===== config.mk =====
export PLATFORM = sky130hd
export DESIGN_NAME = foo_bar_monitor
export DESIGN_NICKNAME = d
export VERILOG_FILES = /design/src/rtl/foo_bar_monitor.sv
export SDC_FILE = /design/constraint.sdc
export NUM_CORES = 1
export LEC_CHECK = 0
export CAP_MARGIN = 15
export CORE_MARGIN = 2
export CORE_UTILIZATION = 51
export DETAILED_ROUTE_END_ITERATION = 8
export PLACE_DENSITY_LB_ADDON = 0.15
export SLEW_MARGIN = 10
export SYNTH_ARGS = -nofsm -noshare
export SYNTH_HDL_FRONTEND = slang
export SYNTH_SLANG_ARGS = --single-unit

===== constraint.sdc =====
create_clock -name clk -period 2.1 [get_ports clk]
set_input_delay 0.42 -clock clk [delete_from_list [all_inputs] [get_ports clk]]
set_output_delay 0.42 -clock clk [all_outputs]
set_load 0.01 [all_outputs]

===== src/rtl/foo_bar_monitor.sv =====
// rtl/foo_bar_monitor.sv - checker for the foo/bar periodic pulse generator
// Optional macro FOO_BAR_MON_ERR_HOLD_EN: halt and freeze on the first error.
module foo_bar_monitor #(
    parameter int FOO_PERIOD = 2,
    parameter int BAR_PERIOD = 3,
    parameter int CNT_W      = 16
) (
    input  logic             clk,
    input  logic             rst,
    input  logic             start_i,
    input  logic             foo_i,
    input  logic             bar_i,
    output logic             active_o,
    output logic [CNT_W-1:0] foo_cnt_o,
    output logic [CNT_W-1:0] bar_cnt_o,
    output logic [CNT_W-1:0] both_cnt_o,
    output logic             err_o,
    output logic [3:0]       err_code_o
);

    localparam int FW = $clog2(FOO_PERIOD + 1);
    localparam int BW = $clog2(BAR_PERIOD + 1);

`ifdef FOO_BAR_MON_ERR_HOLD_EN
    typedef enum logic [1:0] {IDLE, RUN, HALT} state_t;
`else
    typedef enum logic [1:0] {IDLE, RUN} state_t;
`endif

    state_t           state_q, state_d;
    logic [FW-1:0]    ph_foo_q, ph_foo_d;
    logic [BW-1:0]    ph_bar_q, ph_bar_d;
    logic [CNT_W-1:0] foo_cnt_q, foo_cnt_d;
    logic [CNT_W-1:0] bar_cnt_q, bar_cnt_d;
    logic [CNT_W-1:0] both_cnt_q, both_cnt_d;
    logic [3:0]       err_q, err_d;
    logic             active_q, active_d;
    logic             err_flag_q, err_flag_d;
    logic             foo_exp, bar_exp;
    logic [3:0]       err_set;

    function automatic logic [CNT_W-1:0] sat_inc(input logic [CNT_W-1:0] v);
        return (&v) ? v : v + CNT_W'(1);
    endfunction

    always_comb begin
        state_d    = state_q;
        ph_foo_d   = ph_foo_q;
        ph_bar_d   = ph_bar_q;
        foo_cnt_d  = foo_cnt_q;
        bar_cnt_d  = bar_cnt_q;
        both_cnt_d = both_cnt_q;
        err_d      = err_q;
        foo_exp    = (ph_foo_q == FW'(FOO_PERIOD));
        bar_exp    = (ph_bar_q == BW'(BAR_PERIOD));
        err_set    = {~bar_exp & bar_i, bar_exp & ~bar_i,
                      ~foo_exp & foo_i, foo_exp & ~foo_i};
        if (start_i) begin
            // Restart from any state; inputs in the start cycle are not checked.
            state_d    = RUN;
            ph_foo_d   = FW'(1);
            ph_bar_d   = BW'(1);
            foo_cnt_d  = '0;
            bar_cnt_d  = '0;
            both_cnt_d = '0;
            err_d      = '0;
        end else if (state_q == RUN) begin
            ph_foo_d = foo_exp ? FW'(1) : ph_foo_q + FW'(1);
            ph_bar_d = bar_exp ? BW'(1) : ph_bar_q + BW'(1);
            if (foo_exp && foo_i)
                foo_cnt_d = sat_inc(foo_cnt_q);
            if (bar_exp && bar_i)
                bar_cnt_d = sat_inc(bar_cnt_q);
            if (foo_exp && foo_i && bar_exp && bar_i)
                both_cnt_d = sat_inc(both_cnt_q);
            err_d = err_q | err_set;
`ifdef FOO_BAR_MON_ERR_HOLD_EN
            if (|err_set)
                state_d = HALT;
`endif
        end
        active_d   = (state_d == RUN);
        err_flag_d = |err_d;
    end

    always_ff @(posedge clk) begin
        if (!rst) begin
            state_q    <= IDLE;
            ph_foo_q   <= FW'(1);
            ph_bar_q   <= BW'(1);
            foo_cnt_q  <= '0;
            bar_cnt_q  <= '0;
            both_cnt_q <= '0;
            err_q      <= '0;
            active_q   <= 1'b0;
            err_flag_q <= 1'b0;
        end else begin
            state_q    <= state_d;
            ph_foo_q   <= ph_foo_d;
            ph_bar_q   <= ph_bar_d;
            foo_cnt_q  <= foo_cnt_d;
            bar_cnt_q  <= bar_cnt_d;
            both_cnt_q <= both_cnt_d;
            err_q      <= err_d;
            active_q   <= active_d;
            err_flag_q <= err_flag_d;
        end
    end

    assign active_o   = active_q;
    assign foo_cnt_o  = foo_cnt_q;
    assign bar_cnt_o  = bar_cnt_q;
    assign both_cnt_o = both_cnt_q;
    assign err_code_o = err_q;
    assign err_o      = err_flag_q;

endmodule

Word-level counts from Yosys, hierarchy flattened. Index checks and enable logic that the tools add are counted.

Flip-flop bits (word level): 60. Input port bits: 5. Output and inout bits: 54. Word-level logic and storage cells: 48.

$add $sub $neg: 5. Equality and inequality tests: 4. Muxes and demuxes: 5. Bitwise operators: 13. Reductions and logical operators: 12.

Operators with widths (number): $add A16 B1 Y16 const B (3); $reduce_and A16 Y1 (3); $reduce_and A3 Y1 (3); $mux W4 (2); $not A1 Y1 (8); $mux W2 (3); $add A2 B1 Y2 const B (2); $and A1 B1 Y1 (4); $eq A2 B1 Y1 const B (2); $eq A2 B2 Y1 const B (2); $logic_and A1 B1 Y1 (4); $or A4 B4 Y4 (1); $reduce_or A4 Y1 (1); $reduce_or A2 Y1 (1).

Longest topological paths before layout.
Word-level depth: 7. Depth in mapped cells: 7. Mapped depth without buffers: 6.

Least setup slack after synthesis. No wires, ideal clock.

Path kind: reg-to-reg. From: reg foo_cnt_q[0] (netlist: foo_cnt_o[0]). To: reg foo_cnt_q[15] (netlist: foo_cnt_o[15]). Library setup time: 0.070 ns. Arrival: 1.806 ns. Data required time: 2.030 ns. Path slack: 0.223 ns. Stages on the path, launching flop included: 8. Buffers on the path: 1. Cell sequence: dfxtp_1 > ha_1 > nand3_1 > nor4_1 > or4_1 > buf_2 > or3_1 > a21oi_1.

Word-level cells in the longest chain between the ends: 3.

RTL lines: start, declared (line 33) `logic [CNT_W-1:0] foo_cnt_q, foo_cnt_d;`; start signal, assigned (line 101) `foo_cnt_q <= foo_cnt_d;`; branches (longest 3 deep; another with $add A16 B1 Y16).

Parallel ways; which one is timed is not known. A chain may end at the register's enable or synchronous reset.

Worst setup path in the final report.
From: in foo_i. To: reg both_cnt_q[6] (netlist: both_cnt_o[6]).

Word-level cells in the longest chain between the ends: 4.

RTL lines: start, declared (line 11) `input logic foo_i,`; $logic_and A1 B1 Y1 (3 in series) (line 74) `if (foo_exp && foo_i && bar_exp && bar_i)`; $reduce_and A3 Y1 (no line); end signal, assigned (line 103) `both_cnt_q <= both_cnt_d;`; end, declared (line 35) `logic [CNT_W-1:0] both_cnt_q, both_cnt_d;`.

Every way passes these cells.

==> flow_metrics.py <==
metrics = {
    "clock_tree": {
        "cts_sinks": 60,
        "clk_latency_ns": 0.33,
        "cts_tree": "yes",
        "clk_pin_slew_ns": 0.07,
        "cts_hold_buf": 0,
        "h-tree-depth": 3,
        "cts_root_buffer": "clkbuf_8",
        "cts_buffers": 9,
        "cts_max_path_buffers": 2,
    },
    "detailed_routing": {
        "ant_nets": 0,
        "drc": 0,
        "routed_via_density": 5.530,
        "drt_iter0_drc": 151,
        "routed_wl_um": 6598,
        "vias": 2754,
        "first_pass_iters": 4,
        "drt-wirelength-per-cell_um": 13.25,
    },
    "pwr": {
        "powerDensity_nw_per_um2": 615.9,
        "power.leakage_nw": 1.270,
        "irDropWorstVdd_mv": 0.3628,
        "power_mw": 2.406,
    },
    "critical_path": {
        "max_stage_delay_ns": 0.49,
        "cp.depth": 6,
        "crit_chain": "clkdlybuf4s50_1 -> and3b_2 -> nand2_1 -> a211o_2 -> or4_1 -> a21oi_1",
        "start_kind": "input port",
        "reg2regPathDepth": 6,
        "r2r-start": "ph_bar_q[1]",
        "path_buf_inv": 1,
        "crit_slowest_cell": "clkdlybuf4s50_1",
        "r2r-end": "bar_cnt_o[14]",
        "cp_max_fo": 15,
        "critical_path_arrival_ns": 2.28,
        "rrSetupSlack_ns": 0.17,
        "required_ns": 2.35,
        "critical_path_class": "in -> reg",
        "cp-end-kind": "register",
        "cpLargestDelayFamily": "simple AND/OR/NAND/NOR gates",
    },
    "place": {
        "gp_congestion": 0.8168,
        "port_buffers": 58,
        "place_inst": 483,
        "pre_cts_ws_ns": -0.3247,
        "placed_cell_area_sq_um": 3675,
        "dp_hpwl_um": 4706,
    },
    "synth": {
        "async_flop_share_pct": 0,
        "synth-compound-area-share_pct": 12.25,
        "ys.flop_type": "dfxtp_1",
        "ys_types": 44,
        "ys_warn_count": 0,
        "mappedNetlistNets": 346,
        "postSynthCellCount": 336,
        "synthSimpleGateAreaFrac_pct": 31.74,
        "synth_xor_area_share_pct": 7.737,
        "syn_area_sq_um": 2830,
        "ys_ff_latch": 60,
        "synth-edff-count": 0,
        "synthMuxAreaShare_pct": 0.7515,
        "synth_top_family_by_area": "simple AND/OR/NAND/NOR gates",
        "postSynthAreaPerCell_sq_um": 8.423,
        "ys_seq_area_share_pct": 42.44,
        "synth_fa_ha_area_share_pct": 2.210,
    },
    "sta": {
        "timing.final.setup_violations": 0,
        "finalWorstPathRequiredPeriod_ns": 2.021,
        "hold_viol_final": 0,
        "clock_skew_ns": 0.009729,
        "fmax_mhz": 494.7,
        "setup_ws_ns": 0.07873,
        "period_share_pct": 96.25,
        "finalSetupTns_ns": 0,
        "maxSlewHeadroom_pct": 60.28,
        "hold_slack_ns": 0.4871,
        "tightest_slew_ns": 0.5913,
        "rsz0062_at_grt": "false",
        "drv_slew": 0,
    },
    "job": {
        "max-cap-violations": 0,
    },
    "cells_and_area": {
        "drive_above_1_share_pct": 12.21,
        "fin_nets": 432,
        "syn_to_final_growth_pct": 38.06,
        "diodes": 0,
        "final_cells": 498,
        "final_area_sq_um": 3908,
        "final_core_util_pct": 71.84,
    },
    "global_routing": {
        "grt_max_degree": 35,
        "first_global_vias": 2541,
        "grt_usage_pct": 22.62,
        "grt_overflow": 0,
        "grt_pass1_wl_um": 11270,
        "antenna_found_initial": 0,
    },
    "die": {
        "core_sq_um": 5439,
        "die_x_um": 78.50,
        "dieArea_sq_um": 6161,
        "io_pins": 59,
        "start_util_pct": 52.04,
        "die_h_um": 78.50,
        "rows": 27,
    },
    "worst_hold_path": {
        "holdPathEnd": "err_code_o[0]",
        "worstHoldStart": "err_code_o[0]",
        "whs_path_depth": 2,
        "hp-class": "reg -> reg",
    },
    "outcome": {
        "outcome": "finished clean",
    },
}
==> power by group <==
group	switching (mW)	internal, mW
registers	0.00630	1.15
logic	0.0481	0.0423
clock network	0.439	0.724
==> cells in the mapped netlist (4+ instances only) <==
cell       n  area, sq um
dfxtp_1   60         1201
nor2_1    42        157.7
nand2_1   29        108.9
xnor2_1   23        201.4
a21oi_1   19        95.09
o21ai_0   19        95.09
nand4_1   14        87.58
nand3_1   13        65.06
nor3_1    12        60.06
nor4_1    11        68.82
or3_1     10        62.56
clkbuf_1   8        30.03
inv_1      8        30.03
a31oi_1    6        37.54
and3_1     5        31.28
and4_1     5        43.79
ha_1       5        62.56
a211oi_1   4        30.03
==> per-layer routing <==
metal	GRT usage, %	part of all wire, %	vias up
met1	28.86	46	1291
met3	4.368	3.3	11
li1	-	-	1397
met2	37.84	49	55
met5	0	0	-
met4	8.596	1.4	0
==> how the worst max path moves through the flow <==
| stage | slack (ns) | endpoint | start |
|---|---|---|---|
| 2_1_floorplan | 0.22 | foo_cnt_o[15] | foo_cnt_o[0] |
| 3_3_place_gp | -0.23 | both_cnt_o[6] | foo_i |
| 3_5_place_dp | -0.32 | both_cnt_o[6] | foo_i |
| 4_1_cts | 0.02 | both_cnt_o[6] | foo_i |
| 5_1_grt | 0.009 | bar_cnt_o[14] | ph_bar_q[1] |
| 6_report | 0.08 | both_cnt_o[6] | foo_i |
==> sequential cells by signal, indices dropped and copies added, names as in the netlist <==
| signal | cells |
|---|---|
| state_q | 2 |
| bar_cnt_o | 16 |
| err_code_o | 4 |
| both_cnt_o | 16 |
| ph_foo_q | 2 |
| foo_cnt_o | 16 |
| err_o | 1 |
| ph_bar_q | 2 |
| active_o | 1 |
==> area by class of cell <==
| cell class | instances | area [sq um] |
|---|---|---|
| timing repair buffer | 86 | 803.3 |
| tap | 72 | 90.09 |
| multi-input combinational | 257 | 1559 |
| fill | 432 | 1531 |
| clock buffer | 11 | 151.4 |
| clock inverter | 4 | 72.57 |
| sequential | 60 | 1201 |
| inverter | 8 | 30.03 |
==> cells by family (layout without fill, tap and decap cells) <==
kind of cell               count (synthesis)  after routing
DFF                                       60             60
buffers and inverters                     19            109
AOI/OAI and AO/OA                         59             59
and+or+nand+nor                          166            166
muxes                                      2              2
xor gates and xnor gates                  25             25
adders and majority gates                  5              5
==> tightest hold or removal path: stages (launching register included) <==
cell and delay (ns):
dfxtp_1 0.33, a21oi_1 0.06, nor2_1 0.07
==> cells in the final DEF (no fill, tap or decap), types with 3 or more instances in the layout <==
cell / instances
a21oi_1: 19
nand4b_1: 3
nand2_1: 29
nor2b_1: 3
dfxtp_1: 60
and2_1: 3
clkdlybuf4s50_1: 58
nand3_1: 13
xnor2_1: 23
and4_1: 5
a31oi_1: 6
buf_4: 27
nor4_1: 11
ha_1: 5
nor3_1: 12
o21a_1: 3
or3_1: 10
and3_1: 5
nor2_1: 42
a211oi_1: 4
o21ai_0: 19
inv_1: 8
nand4_1: 14
clkbuf_8: 11
==> what timing repair did <==
action | 4_1_cts | 5_1_grt
endpoints found under the setup margin | 0 | 6
gates resized for setup | 0 | 3
setup buffers | 0 | 0
Power figures use the tool's default switching activity.
